[config.mk]
export PLATFORM = sky130hd
export DESIGN_NAME = merge_out_packer
export DESIGN_NICKNAME = d
export VERILOG_FILES = /design/src/rtl/merge_out_packer.sv
export SDC_FILE = /design/constraint.sdc
export NUM_CORES = 2
export LEC_CHECK = 0
export CAP_MARGIN = 20
export CORE_UTILIZATION = 45
export CTS_BUF_LIST = sky130_fd_sc_hd__clkbuf_8
export CTS_CLUSTER_SIZE = 28
export DETAILED_ROUTE_END_ITERATION = 7
export PLACE_DENSITY = 0.68
export SKIP_CTS_REPAIR_TIMING = 1
export SYNTH_ARGS = -nofsm -noshare
export SYNTH_HDL_FRONTEND = slang
export SYNTH_SLANG_ARGS = --single-unit
[constraint.sdc]
create_clock -name i_clk -period 2.23 [get_ports i_clk]
set_clock_uncertainty 0.1 [all_clocks]
set_input_delay 0.446 -clock i_clk [delete_from_list [all_inputs] [get_ports i_clk]]
set_output_delay 0.446 -clock i_clk [all_outputs]
set_load 0.005 [all_outputs]
[src/rtl/merge_out_packer.sv]
// merge_out_packer: packs sorted P-element tuples from the merger tree into LINE_WIDTH-bit write lines.
// Optional key-order checker is built when MERGE_OUT_PACKER_ORDER_CHECK_EN is defined.
module merge_out_packer #(
  parameter int DATA_WIDTH = 32,
  parameter int KEY_WIDTH  = 32,
  parameter int P          = 4,
  parameter int LINE_WIDTH = 512
) (
  input  logic                    i_clk,
  input  logic                    i_rst_n,
  input  logic [P*DATA_WIDTH-1:0] i_data,
  input  logic                    i_valid,
  output logic                    o_ready,
  input  logic                    i_flush,
  output logic [LINE_WIDTH-1:0]   o_line,
  output logic                    o_line_valid,
  input  logic                    i_line_ready,
  output logic                    o_line_last,
  output logic                    o_flush_done,
  output logic [31:0]             o_line_count,
  output logic                    o_order_err
);

  // state         | meaning
  // ST_FILL       | accepting tuples into the accumulator
  // ST_FLUSH_WAIT | partial line pending; waiting for the output register to free up

  localparam int TUPLE_W = P * DATA_WIDTH;
  localparam int BEATS   = LINE_WIDTH / TUPLE_W;
  localparam int SLOT_W  = (BEATS > 1) ? $clog2(BEATS) : 1;
  localparam logic [SLOT_W-1:0] LAST_SLOT = SLOT_W'(BEATS - 1);

  typedef enum logic {ST_FILL, ST_FLUSH_WAIT} state_e;

  state_e                state_q, state_d;
  logic [SLOT_W-1:0]     slot_q, slot_d;
  logic [LINE_WIDTH-1:0] acc_q, acc_d;
  logic [LINE_WIDTH-1:0] acc_wr, line_pad;
  logic [LINE_WIDTH-1:0] line_q, line_d;
  logic                  line_valid_q, line_valid_d;
  logic                  line_last_q, line_last_d;
  logic                  flush_done_q, flush_done_d;
  logic [31:0]           line_count_q, line_count_d;

  logic out_free;
  logic handoff;
  logic accept;
  logic line_done;

  assign out_free  = ~line_valid_q | i_line_ready;
  assign handoff   = line_valid_q & i_line_ready;
  assign o_ready   = (state_q == ST_FILL) & ((slot_q != LAST_SLOT) | out_free);
  assign accept    = i_valid & o_ready;
  assign line_done = accept & (slot_q == LAST_SLOT);

  // Accumulator with the incoming tuple merged into the current slot.
  always_comb begin
    acc_wr = acc_q;
    for (int k = 0; k < BEATS; k++) begin
      if (slot_q == SLOT_W'(k)) acc_wr[k*TUPLE_W +: TUPLE_W] = i_data;
    end
  end

  // Unfilled slots become all-ones: max key, so downstream merges treat them as sentinels.
  always_comb begin
    line_pad = '1;
    for (int k = 0; k < BEATS; k++) begin
      if (SLOT_W'(k) < slot_q) line_pad[k*TUPLE_W +: TUPLE_W] = acc_q[k*TUPLE_W +: TUPLE_W];
    end
  end

  always_comb begin
    state_d      = state_q;
    slot_d       = slot_q;
    acc_d        = acc_q;
    line_d       = line_q;
    line_valid_d = line_valid_q;
    line_last_d  = line_last_q;
    flush_done_d = 1'b0;
    line_count_d = line_count_q;

    if (handoff) begin
      line_count_d = line_count_q + 32'd1;
      line_valid_d = 1'b0;
      line_last_d  = 1'b0;
      if (line_last_q) flush_done_d = 1'b1;
    end

    case (state_q)
      ST_FILL: begin
        if (accept) begin
          acc_d  = acc_wr;
          slot_d = line_done ? '0 : slot_q + 1'b1;
        end
        if (line_done) begin
          line_d       = acc_wr;
          line_valid_d = 1'b1;
          line_last_d  = i_flush;
        end
        // A same-cycle tuple lands first; only then is the remaining fill judged.
        if (i_flush && !line_done) begin
          if (slot_d == '0) flush_done_d = 1'b1;
          else              state_d      = ST_FLUSH_WAIT;
        end
      end
      ST_FLUSH_WAIT: begin
        if (out_free) begin
          line_d       = line_pad;
          line_valid_d = 1'b1;
          line_last_d  = 1'b1;
          acc_d        = '0;
          slot_d       = '0;
          state_d      = ST_FILL;
        end
      end
      default: state_d = ST_FILL;
    endcase
  end

  always_ff @(posedge i_clk or negedge i_rst_n) begin
    if (!i_rst_n) begin
      state_q      <= ST_FILL;
      slot_q       <= '0;
      acc_q        <= '0;
      line_q       <= '0;
      line_valid_q <= 1'b0;
      line_last_q  <= 1'b0;
      flush_done_q <= 1'b0;
      line_count_q <= '0;
    end else begin
      state_q      <= state_d;
      slot_q       <= slot_d;
      acc_q        <= acc_d;
      line_q       <= line_d;
      line_valid_q <= line_valid_d;
      line_last_q  <= line_last_d;
      flush_done_q <= flush_done_d;
      line_count_q <= line_count_d;
    end
  end

  assign o_line       = line_q;
  assign o_line_valid = line_valid_q;
  assign o_line_last  = line_last_q;
  assign o_flush_done = flush_done_q;
  assign o_line_count = line_count_q;

`ifdef MERGE_OUT_PACKER_ORDER_CHECK_EN
  logic [KEY_WIDTH-1:0] last_key_q, last_key_d;
  logic                 order_err_q, order_err_d;
  logic                 order_bad;

  always_comb begin
    order_bad = 1'b0;
    if (i_data[KEY_WIDTH-1:0] < last_key_q) order_bad = 1'b1;
    for (int j = 1; j < P; j++) begin
      if (i_data[j*DATA_WIDTH +: KEY_WIDTH] < i_data[(j-1)*DATA_WIDTH +: KEY_WIDTH]) order_bad = 1'b1;
    end
    order_err_d = order_err_q | (accept & order_bad);
    // A tuple starting the next stream in the retire cycle keeps its own key.
    last_key_d = last_key_q;
    if (flush_done_d) last_key_d = '0;
    if (accept)       last_key_d = i_data[(P-1)*DATA_WIDTH +: KEY_WIDTH];
  end

  always_ff @(posedge i_clk or negedge i_rst_n) begin
    if (!i_rst_n) begin
      last_key_q  <= '0;
      order_err_q <= 1'b0;
    end else begin
      last_key_q  <= last_key_d;
      order_err_q <= order_err_d;
    end
  end

  assign o_order_err = order_err_q;
`else
  assign o_order_err = 1'b0;
`endif

endmodule

==> impl_metrics.toml <==
[layout]
multiInputGateArea_sq_mm = 0.0185
final_util = 0.657
final_cells = 6850
layout-drive-gt1-share = 0.224
nFillCells = 7202
nNetsFinal = 5591
areaGrowthSynthToFinish_pct = 44.7
regArea_sq_mm = 0.0234
fin_area_sq_mm = 0.0624

[worst_setup_path]
max_stage_delay_ns = 0.40
path_cells = "buf_4 -> nor2b_2 -> a21oi_2 -> buf_4 -> dlymetal6s2s_1"
worst_ep_arrival_time_ns = 1.88
worstPathRequired_ns = 1.68
cp_max_fo = 2
critPathTopFamily = "flip-flops"
cp-start-kind = "flop"
crit_top_cell = "buf_4"
slowest_stage = "dfrtp_1"
path_buf_inv = 3
criticalPathCategory = "reg -> out"
crit_path_end_kind = "primary output"

[cts]
cts_buffers = 160
cts_root_buf = "clkbuf_8"
clk_pin_slew_ns = 0.06
clk_latency_ns = 0.85
cts_num_sinks = 934
cts_tree = "built"
htreeDepth = 4
cts_buffer_depth = 3

[synthesis]
synth_area_sq_mm = 0.0431
yosysWarnings = 0
synthTopCellsByArea = "dfrtp_1, o21ai_0, nand2_1"
synth_ff_type = "dfrtp_1"
yosysSeqAreaShare = 0.542
synth_top_area_cell = "dfrtp_1"
ys_ff_latch = 934
synth.most_common_cell = "dfrtp_1"
async_reset_ff_frac = 1.00
syn_nets = 4581
syn_avg_cell_area_sq_um = 9.71
ys_top_cells_by_count = "dfrtp_1, nand2_1, o21ai_0"
yosysUniqueCellTypes = 40
synth_top_cell_area_share = 0.542
syn_inst = 4443
synth_edf_count = 0

[timing]
rsz0062_at_grt = "true"
hold_violations = 0
maxSlewHeadroom = 0.519
finalSetupViolCount = 23
slew_viol_final = 0
layout_setup_ws_ns = -0.199
fin_crit_sh = 1.09
finalCriticalPeriod_ns = 2.43
tightest_slew_ns = 0.722
fmax_mhz = 412

[placed_design]
dpl_cell_area_sq_mm = 0.0539
gp_congestion = 0.844
dp_hpwl_mm = 98.6
dp.cells = 6330
io_buffers = 680

[global_routing]
grt_pass1_wl_mm = 223
grt_antenna_before_repair = 9
grt_use_total = 0.293
grt_pass1_vias = 36507
grt.overflow.total = 0
grt_max_degree = 137

[floorplanning]
fp.dieH_microns = 312
ios = 682
row_count = 113
core_area_sq_mm = 0.0950
die_x_microns = 312
dieArea_sq_mm = 0.0971
start_util = 0.454

[power_and_ir_drop]
power.density_mw_per_mm2 = 1420
p_total_mw = 88.3
ir_drop_mv = 0.823
leakage_nw = 31.4

[drt]
ant_nets = 0
wl_mm = 160
drt_iter0_drc = 4200
drc = 0
viasPerCell = 5.86
drtPass1Iterations = 6
route.vias.total = 40174
avgRoutedWirePerCell_microns = 23.3

[status]
violations = "negative setup slack"
outcome = "finished with violations"

[worst_hold_path]
hp-class = "in -> async"

[flow_run]
drv_cap = 0
==> flip-flops by register name, indices dropped and copies added (netlist names) <==
| signal | flops |
|---|---|
| o_line_valid | 1 |
| o_line | 512 |
| state_q | 1 |
| o_flush_done | 1 |
| slot_q | 2 |
| o_line_count | 32 |
| o_line_last | 1 |
| acc_q | 384 |
==> kinds of logic (layout without fill, tap and decap cells) <==
kind of cell	Yosys count	after routing	synth area share
DFF	934	934	0.542
xor gates and xnor gates	31	31	0.00629
adders and majority gates	5	5	0.00145
other	1	11	0.0000869
AOI/OAI and AO/OA	1679	1679	0.236
buffers and inverters	428	1560	0.0466
muxes	260	260	0.0678
and+or+nand+nor	1105	1105	0.0997
==> where the power goes <==
part | internal [mW] | switching [mW]
Sequential | 23.9 | 5.26
Clock | 8.52 | 7.33
Combinational | 21.7 | 21.6
Total | 54.1 | 34.2
==> worst register-to-register path, cell delays in order (launching register included) <==
cell	delay (ns)
dfrtp_2	0.43
ha_4	0.20
buf_6	0.12
buf_6	0.11
and2_4	0.17
o21ai_4	0.16
buf_12	0.15
buf_12	0.14
buf_12	0.11
clkbuf_16	0.16
clkbuf_16	0.17
nand2_1	0.07
o21ai_1	0.09
==> per-stage QoR <==
stage / worst slack [ns] / TNS (ns) / hold slack (ns)
3_5_place_dp: -0.333 / -91.27 / 0.344
6_report: -0.199 / -0.462 / 0.0712
2_1_floorplan: 0.226 / 0 / 0.0504
5_1_grt: -0.291 / -6.10 / 0.0497
4_1_cts: -0.783 / -87.06 / -0.579
3_3_place_gp: -0.305 / -80.95 / 0.338
==> area by class of cell <==
class                   count  area share
flip-flops and latches    934       0.375
multi-input cells        3081       0.297
repair buffers           1272       0.250
clock buffers             210      0.0463
well taps                1265      0.0254
clock inverters            74     0.00602
diodes                     10    0.000401
inverters                   4    0.000241
==> worst paths after layout <==
| check | slack (ns) | to | from | cells past startpoint |
|---|---|---|---|---|
| hold reg to reg | 0.37 | o_line[138]$_DFFE_PN0P_ | o_line[138]$_DFFE_PN0P_ | 2 |
| setup reg to reg | -0.05 | o_line[144]$_DFFE_PN0P_ | slot_q[1]$_DFFE_PN0P_ | 12 |
| min in group i_clk | 0.18 | o_flush_done$_DFF_PN0_ | i_flush | 3 |
| max in group asynchronous | 1.05 | o_line[183]$_DFFE_PN0P_ | i_rst_n | 3 |
| setup / recovery | -0.20 | o_ready | o_line_valid$_DFF_PN0_ | 5 |
| hold / removal | 0.07 | o_line[121]$_DFFE_PN0P_ | i_rst_n | 2 |
==> per-layer routing <==
layer  routed length, microns  GRT usage
met1                    67100      0.404
met2                    74000      0.450
met3                    12000     0.0609
met4                     6510      0.119
met5                        9          0
==> cell usage in the layout (no fill, tap or decap), drive strengths merged, types with 2 or more instances in the layout <==
master and instances:
dfrtp 934, nand2 917, o21ai 899, dlymetal6s2s 548
buf 538, a22oi 385, clkbuf 264, mux2 257
o22ai 257, nor2 135, clkdlybuf4s50 131, o22a 129
inv 59, xnor2 26, nand4 13, clkinv 13
diode 10, nand3 9, and3 8, and2 7
xor2 5, clkinvlp 5, ha 5, a21oi 5
nand4b 4, mux2i 3, and4 3, nand2b 2
nor4 2, nor3 2
Note: power is estimated with default switching activity, not from simulation.
